[src/rtl/slave_in_port_rx.sv]
// slave_in_port_rx: serial-bus slave receive front end.
// Deserialises a 12-bit address (rx_address) and 8-bit write bytes (rx_data),
// both MSB first, and latches the master's read/write command.
// Define SLAVE_IN_BURST_EN to let a write stream further bytes after the first;
// without it every write ends after one byte and m_valid must drop to re-arm.
module slave_in_port_rx #(
  parameter int ADDR_WIDTH  = 12,
  parameter int DATA_WIDTH  = 8,
  parameter int BURST_WIDTH = 12
) (
  input  logic                   clk,
  input  logic                   rst,
  input  logic                   rx_address,
  input  logic                   rx_data,
  input  logic                   m_valid,
  input  logic                   read_enable,
  input  logic                   write_enable,
  input  logic                   s_valid,
  input  logic                   m_ready,
  output logic                   rx_done,
  output logic                   read_en_in,
  output logic                   write_en_in,
  output logic                   read_en_in1,
  output logic                   write_en_in1,
  output logic                   s_ready,
  output logic [ADDR_WIDTH-1:0]  address,
  output logic [DATA_WIDTH-1:0]  data,
  output logic [BURST_WIDTH-1:0] burst_counter,
  output logic [7:0]             address_counter,
  output logic [3:0]             data_counter
);

  typedef enum logic [1:0] {IDLE, ADDR, BURST, RDWAIT} state_t;

  state_t                 state_q, state_d;
  logic [ADDR_WIDTH-1:0]  address_q, address_d;
  logic [DATA_WIDTH-1:0]  data_q, data_d;
  logic [BURST_WIDTH-1:0] burst_q, burst_d;
  logic [7:0]             addr_cnt_q, addr_cnt_d;
  logic [3:0]             data_cnt_q, data_cnt_d;
  logic                   rd_q, rd_d, wr_q, wr_d;
  logic                   rx_done_q, rx_done_d;
  logic                   rd1_q, rd1_d, wr1_q, wr1_d;
  logic                   s_ready_q, s_ready_d;
  // Blocks restarts until m_valid has dropped after a single-byte write.
  logic                   hold_off_q, hold_off_d;
  logic                   go_idle;
  logic                   write_start;

  // Next-state and output computation for the receive FSM.
  // NOTE: every variable gets a default first so no path leaves one unassigned,
  // which would otherwise infer a latch.
  always_comb begin
    state_d     = state_q;
    address_d   = address_q;
    data_d      = data_q;
    burst_d     = burst_q;
    addr_cnt_d  = addr_cnt_q;
    data_cnt_d  = data_cnt_q;
    rd_d        = rd_q;
    wr_d        = wr_q;
    s_ready_d   = s_ready_q;
    hold_off_d  = hold_off_q;
    rx_done_d   = 1'b0;
    rd1_d       = 1'b0;
    wr1_d       = 1'b0;
    go_idle     = 1'b0;
    write_start = write_enable & ~read_enable;

    case (state_q)
      IDLE: begin
        if (!m_valid) hold_off_d = 1'b0;
        if (m_valid && s_ready_q && !hold_off_q) begin
          // Read wins when both commands arrive together.
          rd_d       = read_enable;
          wr_d       = write_start;
          address_d  = {address_q[ADDR_WIDTH-2:0], rx_address};
          addr_cnt_d = 8'd1;
          if (write_start) begin
            data_d     = {data_q[DATA_WIDTH-2:0], rx_data};
            data_cnt_d = 4'd1;
          end
          s_ready_d = 1'b0;
          state_d   = ADDR;
        end
      end

      ADDR: begin
        if (!m_valid) begin
          go_idle = 1'b1;
        end else begin
          address_d  = {address_q[ADDR_WIDTH-2:0], rx_address};
          addr_cnt_d = addr_cnt_q + 8'd1;
          if (wr_q && data_cnt_q < 4'(DATA_WIDTH)) begin
            data_d     = {data_q[DATA_WIDTH-2:0], rx_data};
            data_cnt_d = data_cnt_q + 4'd1;
          end
          if (addr_cnt_q == 8'(ADDR_WIDTH - 1)) begin
            rx_done_d = 1'b1;
            if (wr_q) begin
              wr1_d = 1'b1;
`ifdef SLAVE_IN_BURST_EN
              burst_d    = burst_q + 1'b1;
              data_cnt_d = 4'd0;
              state_d    = BURST;
`else
              go_idle    = 1'b1;
              hold_off_d = 1'b1;
`endif
            end else begin
              rd1_d   = 1'b1;
              state_d = RDWAIT;
            end
          end
        end
      end

`ifdef SLAVE_IN_BURST_EN
      BURST: begin
        if (!m_valid) begin
          go_idle = 1'b1;
        end else begin
          data_d = {data_q[DATA_WIDTH-2:0], rx_data};
          if (data_cnt_q == 4'(DATA_WIDTH - 1)) begin
            rx_done_d  = 1'b1;
            wr1_d      = 1'b1;
            address_d  = address_q + 1'b1;
            burst_d    = burst_q + 1'b1;
            data_cnt_d = 4'd0;
          end else begin
            data_cnt_d = data_cnt_q + 4'd1;
          end
        end
      end
`endif

      RDWAIT: begin
        if (s_valid && m_ready) go_idle = 1'b1;
      end

      default: go_idle = 1'b1;
    endcase

    // Common return to IDLE: counters and command latches cleared, slave ready.
    if (go_idle) begin
      state_d    = IDLE;
      s_ready_d  = 1'b1;
      addr_cnt_d = 8'd0;
      data_cnt_d = 4'd0;
      burst_d    = '0;
      rd_d       = 1'b0;
      wr_d       = 1'b0;
    end
  end

  // State and datapath registers with synchronous reset.
  // NOTE: sequential state uses non-blocking assignments so every flop samples
  // the pre-edge values of the others.
  always_ff @(posedge clk) begin
    if (rst) begin
      state_q    <= IDLE;
      address_q  <= '0;
      data_q     <= '0;
      burst_q    <= '0;
      addr_cnt_q <= 8'd0;
      data_cnt_q <= 4'd0;
      rd_q       <= 1'b0;
      wr_q       <= 1'b0;
      rx_done_q  <= 1'b0;
      rd1_q      <= 1'b0;
      wr1_q      <= 1'b0;
      s_ready_q  <= 1'b1;
      hold_off_q <= 1'b0;
    end else begin
      state_q    <= state_d;
      address_q  <= address_d;
      data_q     <= data_d;
      burst_q    <= burst_d;
      addr_cnt_q <= addr_cnt_d;
      data_cnt_q <= data_cnt_d;
      rd_q       <= rd_d;
      wr_q       <= wr_d;
      rx_done_q  <= rx_done_d;
      rd1_q      <= rd1_d;
      wr1_q      <= wr1_d;
      s_ready_q  <= s_ready_d;
      hold_off_q <= hold_off_d;
    end
  end

  assign rx_done         = rx_done_q;
  assign read_en_in      = rd_q;
  assign write_en_in     = wr_q;
  assign read_en_in1     = rd1_q;
  assign write_en_in1    = wr1_q;
  assign s_ready         = s_ready_q;
  assign address         = address_q;
  assign data            = data_q;
  assign burst_counter   = burst_q;
  assign address_counter = addr_cnt_q;
  assign data_counter    = data_cnt_q;

endmodule

[config.mk]
export PLATFORM = sky130hd
export DESIGN_NAME = slave_in_port_rx
export DESIGN_NICKNAME = d
export VERILOG_FILES = /design/src/rtl/slave_in_port_rx.sv
export SDC_FILE = /design/constraint.sdc
export NUM_CORES = 1
export LEC_CHECK = 0
export ABC_AREA = 1
export ABC_CLOCK_PERIOD_IN_PS = 2100
export CORE_ASPECT_RATIO = 0.6
export CORE_MARGIN = 2
export CORE_UTILIZATION = 46
export DETAILED_ROUTE_END_ITERATION = 7
export PLACE_DENSITY = 0.81
export SYNTH_ARGS = -nofsm -noshare
export SYNTH_HDL_FRONTEND = slang
export SYNTH_SLANG_ARGS = --single-unit
[constraint.sdc]
create_clock -name clk -period 2.1 [get_ports clk]
set_clock_uncertainty 0.2 [all_clocks]
set_input_delay 0.21 -clock clk [delete_from_list [all_inputs] [get_ports clk]]
set_output_delay 0.21 -clock clk [all_outputs]
set_load 0.005 [all_outputs]
==> summary.md <==
| Metric | Value |
|---|---|
| Status | `finished, final reports clean` |
| Io pins | `59` |
| Final non-filler cell total | `354` |
| R2R setup slack | `220 ps` |
| Core area | `4031 sq um` |
| Distinct cells, synth | `22` |
| Ranking of synthesized cells by area | `dfxtp_1 43%, nand3_1 11%, nand2_1 10%, a21oi_1 8.7%, buf_4 5.9%` |
| Final Hold Viols | `0` |
| Max clock buf depth | `2` |
| Synth Warn # | `0` |
| Worst setup margin | `219.8 ps` |
| Die footprint | `4673 sq um` |
| Worst setup endpoint | `data[0]` |
| Post-synthesis cell area | `1898 sq um` |
| Largest net degree at the start of global routing | `21` |
| # fillers | `369` |
| Die W | `86.93 um` |
| # rows | `18` |
| #FFs+latches synth | `41` |
| CP required | `2080 ps` |
| Most area-hungry cell type in the Yosys netlist | `dfxtp_1` |
| R2r endpoint | `data[0]` |
| Critical path depth in cells | `7` |
| Root Driver | `clkbuf_8` |
| Max Cap Viol | `0` |
| Sequential share of the synthesized area | `43.24%` |
| Share of cells above drive strength 1 | `8.882%` |
| First-pass GRT wire length | `7.231 mm` |
| Starting Density | `47.08%` |
| Fin crit period | `1880 ps` |
| Count leader, synth | `nand2_1` |
| # port buffers | `46` |
| Post-route ant nets | `0` |
| Sw frac | `39.33%` |
| Placed cells | `346` |
| Synth Instances | `254` |
| Period utilization | `89.53%` |
| Post-synth top area share | `43.24%` |
| Crit end category | `flip-flop` |
| Worst setup SP type | `flip-flop` |
| Postcts setup bufs | `0` |
| Clk slew on worst S/H paths | `80 ps` |
| Share of power burned in the clock network | `21.9%` |
| Multi-input logic area | `883.3 sq um` |
| Power density over the cells | `938.3 nW/um^2` |
| Hold-fix buffers at CTS | `0` |
| 1st-iter DRT viols | `125` |
| CTS sink count | `41` |
| DR pass1 iterations | `4` |
| Insertion delay to the later sink of the worst-skew pair | `290 ps` |
| Async SR Flop Fraction | `0%` |
| Top delay family on crit path | `simple AND/OR/NAND/NOR gates` |
| Syn avg cell area | `7.473 sq um` |
| Kind of critical path | `flip-flop to flip-flop` |
| Buf+Inv Stages, Crit Path | `1` |
| Top cells by count, synth | `52 x nand2_1, 41 x dfxtp_1, 40 x nand3_1` |
| Switch Pwr | `0.8995 mW` |
| RSZ-0062 raised after global routing | `false` |
| Total congestion overflow | `0` |
| Seq pwr share | `40.9%` |
| Detailed placer's ending HPWL | `3.132 mm` |
| GRT Total Usage | `20.01%` |
| Htree depth | `2` |
| P_leak | `0.9531 nW` |
| Final setup fails | `0` |
| Vias | `1742` |
| Vias per cell | `4.921` |
| Vias in the first global route | `1580` |
| CTS Buf Count | `5` |
| Hold/Removal Path Class | `flip-flop to flip-flop` |
| Antenna diodes | `0` |
| P&R area growth vs syn | `28.41%` |
| Initial antenna violation count | `0` |
| Final Max Slew Viols | `0` |
| Die H | `53.76 um` |
| Pre-CTS setup slack | `149.1 ps` |
| Max Freq | `531.9 MHz` |
| Final WL | `4.324 mm` |
| Remaining DRCs | `0` |
| Critical path data arrival time | `1860 ps` |
| Gpl congestion | `0.8635` |
| Largest stage delay, worst path | `480 ps` |
| Internal power | `1.387 mW` |
| Critical Path Fanout Max | `20` |
| Cells along the critical path | `inv_2 -> nor2_4 -> nand2_4 -> nand2_4 -> nand2_1 -> nand2_1 -> a21oi_1` |
| # nets final | `314` |
| Post_cts resized | `0` |
| Reg area | `820.8 sq um` |
| TritonCTS clock tree | `built` |
| Setup_tns | `0 ps` |
| Reg2Reg Launch Point | `state_q[0]` |
| Critical-path top delay cell | `dfxtp_1` |
| WL per Instance | `12.21 um` |
| Cells on worst reg2reg path | `7` |
| Critical Path Start | `state_q[0]` |
| Maximum vdd drop | `0.0004019 V` |
| Combinational power share | `37.2%` |
| Most used DFF post-synth | `dfxtp_1` |
| Post-synth EDFFs | `0` |
==> stage by stage <==
step / utilization, % / power (mW) / hold WS, ps / area, sq um
floorplan: - / 1.583 / 153.0 / 1939
global placement: 58.41 / 1.768 / 254.9 / 2355
detailed placement: 58.41 / 1.792 / 265.6 / 2355
CTS: 60.46 / 2.288 / 272.4 / 2437
global route: 60.46 / 2.453 / 287.6 / 2437
finish: 60.46 / 2.287 / 274.0 / 2437
==> state kept, by name, summed over array words and instances (netlist names) <==
signal	cells
data	8
write_en_in	1
hold_off_q	1
rx_done	1
address_counter	8
read_en_in1	1
s_ready	1
address	12
state_q	2
write_en_in1	1
read_en_in	1
data_counter	4
==> tightest hold or removal path, cell delays in order, from the launching register on <==
cell and delay [ps]:
dfxtp_1 310, nand2_1 60, a21oi_1 60
==> how the worst min path moves through the flow <==
stage / from / endpoint / slack [ps] / cells after the start
3_5_place_dp: data[7] / data[7] / 270 / 2
6_report: read_en_in / read_en_in / 270 / 2
2_1_floorplan: rx_address / address[0] / 150 / 2
5_1_grt: rx_address / address[0] / 290 / 3
3_3_place_gp: read_en_in / read_en_in / 250 / 2
4_1_cts: rx_address / address[0] / 270 / 3
==> cells in the final DEF (no fill, tap or decap) <==
cell type	netlist	routed
nand2_1	52	52
clkdlybuf4s50_1	0	46
dfxtp_1	41	41
nand3_1	40	40
a21oi_1	33	33
nor2_1	21	21
inv_1	19	19
conb_1	1	12
buf_4	15	6
clkbuf_8	0	5
nor2_4	4	4
nand2_4	4	4
o21ai_0	4	4
inv_2	3	3
nand2_2	2	2
nand4_1	2	2
xnor2_1	2	2
ha_1	2	2
clkinv_2	0	2
nor2_2	1	1
xor2_1	1	1
and3_1	1	1
clkbuf_1	2	1
==> power by group through the flow <==
stage | sequential (mW) | combinational (mW) | clock, mW
2_1_floorplan | 0.935 | 0.648 | 0
3_3_place_gp | 0.949 | 0.819 | 0
3_5_place_dp | 0.952 | 0.840 | 0
4_1_cts | 0.935 | 0.843 | 0.510
5_1_grt | 0.947 | 0.966 | 0.539
6_report | 0.935 | 0.851 | 0.501
==> kinds of logic after synthesis <==
logic type / Yosys count / synth area share, %
fa+ha+maj: 2 / 1.318
buf+inv: 43 / 12.39
xor+xnor: 3 / 1.385
other cells: 1 / 0.1976
simple gates: 127 / 31.71
flops: 41 / 43.24
compound gates: 37 / 9.756
==> layout make-up <==
| cell class | count | area share [%] |
|---|---|---|
| Timing Repair Buffer | 52 | 20.74 |
| Multi-Input combinational cell | 181 | 36.24 |
| Tap cell | 50 | 2.567 |
| Inverter | 22 | 3.388 |
| Clock buffer | 6 | 2.977 |
| Sequential cell | 41 | 33.68 |
| Clock inverter | 2 | 0.4107 |
==> metal layers <==
layer	up-vias	track usage [%]	wire length, um	share of wire, %
met3	5	5.982	308	7.1
li1	899	-	-	-
met5	-	0	0	0
met2	57	30.92	1860	43
met1	781	27.43	2119	49
met4	0	5.469	36	0.83
(Power assumes the default switching activity.)
